**config.mk**
```make
export PLATFORM = sky130hd
export DESIGN_NAME = alu_cmd_issue
export DESIGN_NICKNAME = d
export VERILOG_FILES = /design/src/rtl/alu_cmd_issue.sv
export SDC_FILE = /design/constraint.sdc
export NUM_CORES = 1
export LEC_CHECK = 0
export CAP_MARGIN = 10
export CORE_MARGIN = 2
export CORE_UTILIZATION = 47
export DETAILED_ROUTE_END_ITERATION = 8
export GPL_ROUTABILITY_DRIVEN = 0
export PLACE_DENSITY = 0.74
export SLEW_MARGIN = 20
export SYNTH_ARGS = -nofsm -noshare
export SYNTH_HDL_FRONTEND = slang
export SYNTH_SLANG_ARGS = --single-unit
```
**constraint.sdc**
```tcl
create_clock -name clk -period 2.3 [get_ports clk]
set_input_delay 0.69 -clock clk [delete_from_list [all_inputs] [get_ports clk]]
set_output_delay 0.69 -clock clk [all_outputs]
set_load 0.02 [all_outputs]
```
**src/rtl/alu_cmd_issue.sv**
```systemverilog
// Command issue stage: queues ALU commands in a circular FIFO, presents the head
// to an external combinational ALU and captures the result in a ready/valid register.
module alu_cmd_issue #(
  parameter int unsigned DEPTH = 4
) (
  input  logic                     clk,
  input  logic                     rst,
  input  logic                     in_valid,
  output logic                     in_ready,
  input  logic [3:0]               in_a,
  input  logic [3:0]               in_b,
  input  logic [2:0]               in_sel,
  output logic [3:0]               alu_a,
  output logic [3:0]               alu_b,
  output logic [2:0]               alu_sel,
  input  logic [3:0]               alu_out,
  output logic                     res_valid,
  input  logic                     res_ready,
  output logic [3:0]               res_data,
  output logic [2:0]               res_sel,
  output logic                     res_zero,
  output logic                     res_illegal,
  output logic [$clog2(DEPTH):0]   occupancy
);

  localparam int unsigned AW   = $clog2(DEPTH);
  localparam int unsigned CntW = AW + 1;
  localparam logic [CntW-1:0] FullCnt = CntW'(DEPTH);

  logic [10:0]     mem_q [DEPTH];
  logic [AW-1:0]   wr_ptr_q, rd_ptr_q;
  logic [CntW-1:0] occ_q, occ_d;
  logic [10:0]     head;
  logic            push, pop, empty;

  logic       res_valid_q;
  logic [3:0] res_data_q;
  logic [2:0] res_sel_q;
  logic       res_zero_q, res_illegal_q;

  // in_ready depends only on registered occupancy, never on res_ready.
  assign in_ready = (occ_q < FullCnt);
  assign empty    = (occ_q == '0);
  assign push     = in_valid && in_ready;
  assign pop      = !empty && (!res_valid_q || res_ready);
  assign head     = mem_q[rd_ptr_q];

  always_comb begin
    alu_a   = 4'h0;
    alu_b   = 4'h0;
    alu_sel = 3'b000;
    if (!empty) begin
      alu_a   = head[10:7];
      alu_b   = head[6:3];
      alu_sel = head[2:0];
    end
  end

  always_comb begin
    occ_d = occ_q;
    unique case ({push, pop})
      2'b10:   occ_d = occ_q + CntW'(1);
      2'b01:   occ_d = occ_q - CntW'(1);
      default: occ_d = occ_q;
    endcase
  end

  // Storage is not reset; pointers and count define which entries are live.
  always_ff @(posedge clk) begin
    if (push) begin
      mem_q[wr_ptr_q] <= {in_a, in_b, in_sel};
    end
  end

  // Pointers wrap naturally because DEPTH is a power of two.
  always_ff @(posedge clk) begin
    if (rst) begin
      wr_ptr_q <= '0;
      rd_ptr_q <= '0;
      occ_q    <= '0;
    end else begin
      if (push) wr_ptr_q <= wr_ptr_q + AW'(1);
      if (pop)  rd_ptr_q <= rd_ptr_q + AW'(1);
      occ_q <= occ_d;
    end
  end

  always_ff @(posedge clk) begin
    if (rst) begin
      res_valid_q   <= 1'b0;
      res_data_q    <= 4'h0;
      res_sel_q     <= 3'b000;
      res_zero_q    <= 1'b0;
      res_illegal_q <= 1'b0;
    end else if (pop) begin
      res_valid_q   <= 1'b1;
      res_data_q    <= alu_out;
      res_sel_q     <= head[2:0];
      res_zero_q    <= (alu_out == 4'h0);
      res_illegal_q <= (head[2:0] >= 3'b101);
    end else if (res_valid_q && res_ready) begin
      res_valid_q <= 1'b0;
    end
  end

  assign res_valid   = res_valid_q;
  assign res_data    = res_data_q;
  assign res_sel     = res_sel_q;
  assign res_zero    = res_zero_q;
  assign res_illegal = res_illegal_q;
  assign occupancy   = occ_q;

endmodule

```
==> results.sh <==
export IMPL_run_status="finished, violations left"
export IMPL_violations="negative setup slack"
export IMPL_pin_count=44
export IMPL_relSlewSlack=0.736
export IMPL_yosysSeqAreaShare=0.669
export IMPL_cts_buffers=9
export IMPL_synth_area_top_cells="edfxtp_1 52%, dfxtp_1 15%, mux4_1 9.3%"
export IMPL_routed_via_density=5.10
export IMPL_routed_wl_um=4940
export IMPL_row_count=26
export IMPL_synth_edf_count=44
export IMPL_whs_ps=476
export IMPL_end_kind="output port"
export IMPL_synth_mux_area_frac=0.115
export IMPL_core_area_um2=5170
export IMPL_nNetsFinal=260
export IMPL_port_buffers=43
export IMPL_synth_compound_area_frac=0.0536
export IMPL_max_freq_mhz=431
export IMPL_drive_gt1_frac=0.317
export IMPL_peakVddDrop_mv=0.808
export IMPL_syn_nets=194
export IMPL_vias=1581
export IMPL_total_power_mw=4.57
export IMPL_synth_top_family_by_area="multiplexers"
export IMPL_synth_warnings=0
export IMPL_worstReg2RegStart="occupancy[2]"
export IMPL_dieArea_um2=6020
export IMPL_cts_buffer_depth=2
export IMPL_grt_pass1_vias=1600
export IMPL_nFillCells=372
export IMPL_grt_overflow=0
export IMPL_drt_iter0_drc=96
export IMPL_drcViolationCount=0
export IMPL_cts_tree="yes"
export IMPL_p_leak_nw=1.27
export IMPL_die_w_um=77.6
export IMPL_rr_worst_depth=9
export IMPL_syn_area_um2=2540
export IMPL_drtPass1Iterations=4
export IMPL_start_util=0.492
export IMPL_worstPathMaxFanout=6
export IMPL_synth_cell_type_count=28
export IMPL_fin_worst_skew_ps=8.41
export IMPL_startpoint_type="register"
export IMPL_crit_type="register to output port"
export IMPL_avgSynthCellArea_um2=15.1
export IMPL_hold_path_class="register to register"
export IMPL_antenna_found_initial=0
export IMPL_setup_violations=8
export IMPL_synth_xor_area_frac=0.0103
export IMPL_dieHeight_um=77.6
export IMPL_rsz0062_at_grt="yes"
export IMPL_placed_cells=292
export IMPL_synth_simple_area_share=0.0880
export IMPL_ff_latch_area_um2=1710
export IMPL_cap_violations=0
export IMPL_layoutNonFillerInstCount=310
export IMPL_grt_usage=0.185
export IMPL_hold_viol=0
export IMPL_finalCritPeriodShare=1.01
export IMPL_clkLatencyLatePin_ps=340
export IMPL_synth_seq_cells=63
export IMPL_endpoint="alu_b[0]"
export IMPL_diodes=0
export IMPL_grt_max_degree=17
export IMPL_preCtsSetupSlack_ps=-318
export IMPL_hpwl_um=3020
export IMPL_synth_main_ff_cell="edfxtp_1"
export IMPL_fin_crit_ps=2320
export IMPL_synth_cells=169
export IMPL_ys_async_sr_fraction=0
export IMPL_multi_input_area_um2=778
export IMPL_synth_fa_ha_area_frac=0.0324
export IMPL_power_density_nw_per_um2=1300
export IMPL_slew_viol_final=0
export IMPL_numClockSinks=63
export IMPL_critical_path_required_ps=1610
export IMPL_drt_wirelength_per_cell_um=15.9
export IMPL_fin_util=0.678
export IMPL_cts_max_level=3
export IMPL_r2r_end="occupancy[2]"
export IMPL_fin_ws_ps=-19.2
export IMPL_area_growth_syn_to_layout_pct=37.8
export IMPL_r2r_slack_ps=200
export IMPL_clockRootBuffer="clkbuf_8"
export IMPL_path_clk_slew_ps=70
export IMPL_worst_slew_pin_slew_ps=395
export IMPL_synth_top_area_frac=0.519
export IMPL_postRouteAntennaNets=0
export IMPL_arrival_ps=1630
export IMPL_synth_top_area_cell="edfxtp_1"
export IMPL_grt_first_pass_wirelength_um=8210
cells in the final DEF (no fill, tap or decap), types with 2 or more instances in the layout:
cell,netlist,final
nor2_1,7,7
and2_4,0,11
nand3_1,9,9
buf_6,1,11
buf_4,0,15
a21oi_1,14,13
buf_12,0,7
clkbuf_8,0,11
dlymetal6s2s_1,0,2
inv_1,9,8
clkdlybuf4s50_1,0,30
or3_1,2,2
edfxtp_1,44,44
clkinv_2,0,2
mux4_2,2,11
ha_1,5,4
and2_1,15,4
dfxtp_1,19,18
o21ai_0,10,10
power breakdown:
group / leakage (nW) / switching, mW / total (mW) / internal [mW]
Clock: 0.104 / 0.394 / 0.946 / 0.552
Sequential: 0.560 / 0.0858 / 1.50 / 1.42
Combinational: 0.611 / 0.993 / 2.12 / 1.13
Total: 1.27 / 1.47 / 4.57 / 3.10
cell families after synthesis:
logic type                 after synthesis
adders and majority gates                6
AOI/OAI and AO/OA                       26
xor gates and xnor gates                 3
muxes                                   12
buffers and inverters                   19
DFF                                     63
and+or+nand+nor                         40
routing by layer:
metal | share of wire | GRT usage | vias to the layer above | wire length, µm
met5 | 0 | 0 | - | 0
met2 | 0.48 | 0.291 | 52 | 2370
met4 | 0.013 | 0.0857 | 0 | 63
li1 | - | - | 755 | -
met1 | 0.45 | 0.238 | 769 | 2250
met3 | 0.053 | 0.0535 | 5 | 260
what timing repair did:
action,4_1_cts,5_1_grt
endpoints found under the setup margin,11,12
cloned,1,0
pin swaps,6,6
resized for setup,85,13
buffers inserted,1,1
hold buffers,0,0
Yosys cell counts, types with 2 or more instances:
master and number:
xor2_1 2, a21oi_1 14, buf_1 2, mux4_2 2, and2_1 15, nor2_1 7
inv_1 9, o21ai_0 10, or3_1 2, clkbuf_1 4, mux4_1 9, nor2b_1 2
buf_2 3, ha_1 5, dfxtp_1 19, nand3_1 9, edfxtp_1 44
sequential cells by signal, indices dropped and copies added (netlist names), named ones only:
register,count
mem_q,44
occupancy,3
rd_ptr_q,2
res_data,4
res_illegal,1
res_sel,3
res_valid,1
res_zero,1
wr_ptr_q,2
worst max-delay path, stage by stage, from the launching register on:
cell and delay [ps]:
dfxtp_4 370, buf_12 130, mux4_2 490, and2_4 180, buf_6 120
through the flow:
stage | instance area [µm²] | TNS [ps]
2_1_floorplan | 2540 | 0
3_3_place_gp | 3240 | -1790
3_5_place_dp | 3240 | -1990
4_1_cts | 3490 | -885
5_1_grt | 3510 | -690
6_report | 3510 | -97.0
layout make-up:
cell class	count	share of cell area
Timing Repair Buffer	65	0.200
Inverter	9	0.00964
Clock buffer	12	0.0443
Sequential cell	63	0.486
Tap cell	70	0.0250
Clock inverter	4	0.0125
Multi-Input combinational cell	87	0.222
worst min-delay path by stage:
stage / from / endpoint / slack (ps) / cells after the start
finish: res_data[1] / res_data[1] / 480 / 2
global route: res_sel[2] / res_sel[2] / 520 / 2
CTS: res_data[1] / res_data[1] / 480 / 2
detailed placement: res_data[1] / res_data[1] / 470 / 2
global placement: res_data[3] / res_data[3] / 460 / 2
floorplan: rd_ptr_q[1] / register / 450 / 2
Power figures use the tool's default switching activity.
